## src/rtl/reg_op_sequencer.sv

```systemverilog
// ---------------------------------------------------------------------------
// reg_op_sequencer
//
// Purpose:
//   Command-driven controller for the 4-bit PicoComputer `register` unit.
//   Accepts one operation per valid/ready handshake and expands it into a
//   train of single-cycle control pulses (cl/ld/inc/dec/sr/sl) with the
//   matching serial-in bit (ir/il) or parallel load data (in). The
//   register's output is read back so rotates can feed the outgoing bit
//   back in.
//
// Ports:
//   clk           system clock, rising edge
//   rst_n         asynchronous active-low reset
//   cmd_valid_i   command offered
//   cmd_ready_o   command can be accepted (IDLE only)
//   cmd_op_i[2:0] opcode: CLR, LD, INC, DEC, SHR, SHL, ROR, ROL
//   cmd_data_i    LD value; bit 0 is the SHR/SHL fill bit
//   cmd_cnt_i     step count for INC..ROL
//   reg_q_i       register output read-back
//   cl_o..sl_o    register controls, at most one high per cycle
//   ir_o / il_o   serial bit into register bit 3 (sr) / bit 0 (sl)
//   in_o          parallel load data, nonzero only during an LD pulse
//   busy_o        high in RUN and DONE
//   done_o        one-cycle completion pulse
// ---------------------------------------------------------------------------
module reg_op_sequencer (
    input  logic       clk,
    input  logic       rst_n,
    input  logic       cmd_valid_i,
    output logic       cmd_ready_o,
    input  logic [2:0] cmd_op_i,
    input  logic [3:0] cmd_data_i,
    input  logic [3:0] cmd_cnt_i,
    input  logic [3:0] reg_q_i,
    output logic       cl_o,
    output logic       ld_o,
    output logic       inc_o,
    output logic       dec_o,
    output logic       sr_o,
    output logic       sl_o,
    output logic       ir_o,
    output logic       il_o,
    output logic [3:0] in_o,
    output logic       busy_o,
    output logic       done_o
);

    localparam logic [2:0] OP_CLR = 3'b000;
    localparam logic [2:0] OP_LD  = 3'b001;
    localparam logic [2:0] OP_INC = 3'b010;
    localparam logic [2:0] OP_DEC = 3'b011;
    localparam logic [2:0] OP_SHR = 3'b100;
    localparam logic [2:0] OP_SHL = 3'b101;
    localparam logic [2:0] OP_ROR = 3'b110;
    localparam logic [2:0] OP_ROL = 3'b111;

    typedef enum logic [1:0] {
        ST_IDLE = 2'd0,
        ST_RUN  = 2'd1,
        ST_DONE = 2'd2
    } state_t;

    state_t     state_q, state_d;
    logic [2:0] op_q, op_d;
    logic [3:0] data_q, data_d;
    logic [3:0] rem_q, rem_d;
    logic [3:0] load_cnt;
    logic       run;

    // Only bits 0 and 3 of the register are needed (rotate feedback).
    logic unused_reg_bits;
    assign unused_reg_bits = ^reg_q_i[2:1];

    // CLR and LD are always a single pulse regardless of the count field.
    assign load_cnt = (cmd_op_i == OP_CLR || cmd_op_i == OP_LD) ? 4'd1 : cmd_cnt_i;

    always_comb begin
        state_d = state_q;
        op_d    = op_q;
        data_d  = data_q;
        rem_d   = rem_q;
        case (state_q)
            ST_IDLE: begin
                if (cmd_valid_i) begin
                    op_d    = cmd_op_i;
                    data_d  = cmd_data_i;
                    rem_d   = load_cnt;
                    // A zero count skips RUN and completes on the next cycle.
                    state_d = (load_cnt != 4'd0) ? ST_RUN : ST_DONE;
                end
            end
            ST_RUN: begin
                rem_d = rem_q - 4'd1;
                if (rem_q == 4'd1) begin
                    state_d = ST_DONE;
                end
            end
            ST_DONE: begin
                state_d = ST_IDLE;
            end
            default: begin
                state_d = ST_IDLE;
            end
        endcase
    end

    always_ff @(posedge clk or negedge rst_n) begin
        if (!rst_n) begin
            state_q <= ST_IDLE;
            op_q    <= 3'd0;
            data_q  <= 4'd0;
            rem_q   <= 4'd0;
        end else begin
            state_q <= state_d;
            op_q    <= op_d;
            data_q  <= data_d;
            rem_q   <= rem_d;
        end
    end

    // Controls decode from the registered state and op; because the state
    // register is cleared asynchronously, reset silences them immediately.
    assign run         = (state_q == ST_RUN);
    assign cmd_ready_o = (state_q == ST_IDLE);
    assign busy_o      = (state_q == ST_RUN) || (state_q == ST_DONE);
    assign done_o      = (state_q == ST_DONE);

    assign cl_o  = run && (op_q == OP_CLR);
    assign ld_o  = run && (op_q == OP_LD);
    assign inc_o = run && (op_q == OP_INC);
    assign dec_o = run && (op_q == OP_DEC);
    assign sr_o  = run && (op_q == OP_SHR || op_q == OP_ROR);
    assign sl_o  = run && (op_q == OP_SHL || op_q == OP_ROL);

    // Rotates sample the live register output each step, so a multi-step
    // rotate always feeds back the bit that is currently shifting out.
    assign ir_o = sr_o && ((op_q == OP_ROR) ? reg_q_i[0] : data_q[0]);
    assign il_o = sl_o && ((op_q == OP_ROL) ? reg_q_i[3] : data_q[0]);
    assign in_o = ld_o ? data_q : 4'h0;

endmodule

```

## config.mk

```make
export PLATFORM = sky130hd
export DESIGN_NAME = reg_op_sequencer
export DESIGN_NICKNAME = d
export VERILOG_FILES = /design/src/rtl/reg_op_sequencer.sv
export SDC_FILE = /design/constraint.sdc
export NUM_CORES = 1
export LEC_CHECK = 0
export ABC_AREA = 0
export CAP_MARGIN = 20
export CORE_MARGIN = 2
export CORE_UTILIZATION = 28
export CTS_CLUSTER_SIZE = 28
export DETAILED_ROUTE_END_ITERATION = 12
export HOLD_SLACK_MARGIN = 0.03
export MAX_ROUTING_LAYER = met4
export PLACE_DENSITY_LB_ADDON = 0.25
export SKIP_LAST_GASP = 1
export SYNTH_ARGS = -nofsm -noshare
export SYNTH_HDL_FRONTEND = slang
export SYNTH_SLANG_ARGS = --single-unit
```

## constraint.sdc

```tcl
create_clock -name clk -period 1.6 [get_ports clk]
set_input_delay 0.16 -clock clk [delete_from_list [all_inputs] [get_ports clk]]
set_output_delay 0.16 -clock clk [all_outputs]
set_load 0.05 [all_outputs]
```

# After elaboration in Yosys (flattened, before gate mapping)
# Cells that the tools add are included.
# totals
regBits	13
inputBits	18
out_inout_bits	15
wordCells	48
# op_classes
add_sub_neg	1
n_eq_ne	13
muxes	10
reduce_logical	20
# ops
operator	n
$eq 3x3->1 const B	4
$mux 4	3
$logic_and 1x1->1	8
$pmux 4 s2	1
$eq 3x1->1 const B	2
$eq 3x2->1 const B	2
$logic_not 3->1	2
$mux 2	3
$reduce_and 2->1	3
$eq 4x1->1 const B	1
$logic_or 1x1->1	4
$pmux 2 s2	1
$reduce_bool 4->1	1
$sub 4x1->4 const B	1
$eq 2x1->1 const B	1
$eq 2x2->1 const B	1
$logic_not 2->1	1
$mux 1	2
$ne 2x1->1 const B	1
$ne 2x2->1 const B	1
$reduce_bool 2->1	1

# Logic depth before layout (Yosys ltp)
# depth
ltp_word	7
ltp_mapped	7
mapped_depth_nobuf	6

# Worst setup path after synthesis
# Ideal clock, no wire load.
# synth_path
path_kind	flip-flop to output port
startpoint	reg state_q[1]
endpoint	out ir_o
arrival_time_ns	2.068
t_required_ns	1.440
setup_slack_ns	-0.628
stages_incl_launch_ff	7
path_buffers	2
cell_sequence	dfrtp_1 inv_1 ha_1 buf_2 buf_4 nand2_1 nor3_1
# synth_via
elab_chain_cells	3
# synth_rtl
item	line	rtl
from (decl)	64	state_t state_q, state_d;
from (signal assigned)	115	state_q <= state_d;
$eq 2x1->1	124	assign run = (state_q == ST_RUN);
$logic_and 1x1->1	133	assign sr_o = run && (op_q == OP_SHR || op_q == OP_ROR);
$logic_and 1x1->1	138	assign ir_o = sr_o && ((op_q == OP_ROR) ? reg_q_i[0] : data_q[0]);
to (decl)	42	output logic ir_o,
# No other way between the ends.

# Final worst setup path
# layout_path
startpoint	reg state_q[1]
endpoint	out in_o[3]
# layout_via
elab_chain_cells	3
# layout_rtl
item	line	rtl
$eq 2x1->1	124	
$logic_and 1x1->1	130	assign ld_o = run && (op_q == OP_LD);
$mux 4	140	assign in_o = ld_o ? data_q : 4'h0;
to (decl)	44	output logic [3:0] in_o,
# No other way between the ends.

==> flow_summary_export.csv <==
group,metric,value,unit
outcome,outcome,"finished, violations left",
outcome,failed_checks,"negative setup slack",
clocking,tritoncts,"built",
final_layout,total_area_of_multi_input_combinational_cells,612,µm²
sta,crit_share_post_route,1.03,
power_and_ir_drop,power,2780,µW
drt,routed_via_density,4.72,
sta,rsz0062_at_grt,"true",
synthesis,synth_fp_nets,109,
worst_setup_path,critPathArrivalTime,1.48,ns
synthesis,synth.top_cells.by_area,"dfrtp_1 (36%), mux2_4 (12%), ha_1 (6.9%)",
die,placement_rows,20,
synthesis,synthDominantAreaCellType,"dfrtp_1",
clocking,clock_path_buffers,2,
drt,drt-pass1-iter-count,5,
place,detailed_place_hpwl,1.68,mm
worst_setup_path,path_class,"reg2out",
power_and_ir_drop,power.density,1780,nW/µm²
job,cap_viol_max_count,0,
worst_setup_path,worst_path_dominant_cell_family,"simple AND/OR/NAND/NOR gates",
grt,grt_pass1_vias,836,
final_layout,area_growth_syn_to_layout,71.1,%
drt,detailedRoute.firstIterationViolations,28,
synthesis,synth.cell_area,912,µm²
synthesis,synth-seq-area-share,0.357,
synthesis,synth_area_per_cell,10.6,µm²
final_layout,layout.cell_area.non_filler,1560,µm²
clocking,cts_sinks,13,
power_and_ir_drop,vdd_ir_drop_max,0.000936,V
clocking,clk_pin_slew_worst_paths,0.09,ns
worst_setup_path,cp_slowest_stage_delay,0.40,ns
clocking,root_buffer,"clkbuf_4",
die,ios,33,
sta,finalMaxSlewViolations,0,
sta,worst-slew-pin-transition,0.342,ns
die,die_area,3730,µm²
clocking,cts_made_buffers,3,
grt,grt_first_pass_wirelength,3.72,mm
final_layout,drive_above_1_share,0.476,
grt,initial_antenna_violation_count,0,
worst_hold_path,hold_path_class,"in2async",
final_layout,final_nets,150,
place,dpl-instance-area,1460,µm²
synthesis,synth_cell_types,33,
synthesis,asyncSetResetFlopFracSynth,1.00,
clocking,h-tree-depth,1,
synthesis,yosys_most_used_dff,"dfrtp_1",
sta,post_route_skew,0.000657,ns
synthesis,synth_warnings,0,
sta,timing_hold_violations_final,0,
die,die_h,61.1,µm
clocking,worst_skew_pair.late_latency,0.28,ns
die,initial_utilization,0.296,
worst_setup_path,cp.required,1.44,ns
grt,grt.overflow.total,0,
sta,slew-limit-headroom,0.769,
final_layout,final-seq-area,329,µm²
place,gp_routability_congestion,0.738,
worst_setup_path,crit_path_max_fanout,6,
sta,post-route-min-period,1.64,ns
power_and_ir_drop,total_leakage_power,0.000659,µW
drt,vias,803,
sta,fmax,0.608,GHz
synthesis,count_of_flip_flops_with_a_built_in_enable_after_synthesis,0,
place,io_buffer_count,30,
drt,route.detailed.drc,0,
synthesis,yosys.area.top_type_share,0.357,
drt,drt-wirelength-per-cell,12.8,µm
sta,setup_viol,6,
worst_setup_path,cp.buffers_inverters,2,
die,design.core.area,3080,µm²
synthesis,postSynthCellCount,86,
synthesis,ys_ff_latch,13,
drt,routed_wl,2.17,mm
grt,grtUsageTotal,0.139,
die,die_width,61.1,µm
worst_setup_path,critPathCaptureType,"primary output",
worst_setup_path,startpoint_type,"register",
worst_setup_path,critPathSlowestCell,"dfrtp_1",
final_layout,n_antenna_cell,0,
drt,antenna_left,0,
final_layout,final_cell_mix,"clkdlybuf4s50_1 (15), buf_12 (15), dfrtp_1 (10)",
final_layout,nFillCells,280,
clocking,cts_hold_buf,0,
worst_setup_path,list_of_cells_traversed_by_the_critical_path,"inv_2 > ha_4 > and4bb_4 > and2_4 > buf_12",
sta,post_layout_worst_setup_margin,-0.0449,ns
grt,pin_count_of_the_biggest_net_entering_global_routing,14,
-- synthesized netlist by cell type (all sizes together) (2+ instances only) --
master and instances:
a211oi 3, a21oi 3, a31oi 2, and2 4, and4bb 2, buf 3, dfrtp 13, ha 5
inv 5, mux2 7, mux2i 4, nand2 4, nand3 2, nor2 10, nor3 3, o21ai 6
o41ai 2
-- cell families (layout without fill, tap and decap cells) --
group,count (synthesis),in the layout,share of synthesized area
buffers and inverters,8,48,0.0466
flip-flops,13,13,0.357
multiplexers,11,11,0.173
AND/OR/NAND/NOR,30,30,0.207
adder cells (fa/ha/maj),5,5,0.0686
AO/OA/AOI/OAI,19,19,0.148
-- sequential cells by signal, indices dropped and copies added (netlist names) --
name and flops:
data_q 4, state_q 2, op_q 3, rem_q 4
-- worst register-to-register path, stage by stage, from the launching register on --
cell	delay (ns)
dfrtp_1	0.42
inv_1	0.11
ha_2	0.34
mux2i_4	0.32
nor2_2	0.07
a211oi_1	0.20
-- metrics by stage --
step	utilization	setup slack [ns]	hold WS [ns]	std cells	TNS, ns
floorplan	-	-0.0182	-0.136	86	-0.0182
global placement	0.474	0.0767	0.486	160	0
detailed placement	0.474	0.0521	0.481	160	0
CTS	0.498	-0.0615	0.168	168	-0.340
global route	0.507	-0.125	0.171	170	-0.984
finish	0.507	-0.0449	0.172	170	-0.195
-- report_power, final --
part	switching (µW)	total (µW)	internal (µW)	leakage, µW
registers	217	718	501	0.000148
logic	893	1860	962	0.000493
clock network	118	210	92.7	0.0000177
total	1230	2780	1560	0.000659
-- path summary, 6_finish.rpt --
| check | from | end | slack (ns) | cells past startpoint |
|---|---|---|---|---|
| setup reg to reg | state_q[0] | rem_q[0] | 0.06 | 5 |
| setup / recovery | state_q[1] | in_o[3] | -0.04 | 5 |
| hold / removal | rst_n | rem_q[3] | 0.17 | 2 |
| max in group asynchronous | rst_n | op_q[0] | 1.25 | 2 |
| hold reg to reg | data_q[1] | data_q[1] | 0.54 | 1 |
| min in group clk | cmd_data_i[0] | data_q[0] | 0.49 | 2 |
-- final cells by class --
class | count | share of cell area
clock buffers | 3 | 0.0144
clock inverters | 1 | 0.00321
well taps | 44 | 0.0353
multi-input cells | 65 | 0.392
inverters | 5 | 0.0120
flip-flops and latches | 13 | 0.211
repair buffers | 39 | 0.332
-- metal layers --
layer  up-vias  track usage  share of wire
li1        392            -              -
met5         -            -              0
met2        31        0.248           0.53
met3         4       0.0525          0.061
met4         0       0.0186         0.0046
met1       376        0.150           0.41
-- timing repair --
| action | in CTS | in global routing |
|---|---|---|
| setup buffers | 4 | 2 |
| endpoints found under the hold margin | 0 | 0 |
| resized for setup | 7 | 5 |
| pin swaps | 3 | 1 |
| cloned | 0 | 0 |
| setup endpoints to repair | 13 | 13 |
(Power assumes the default switching activity.)
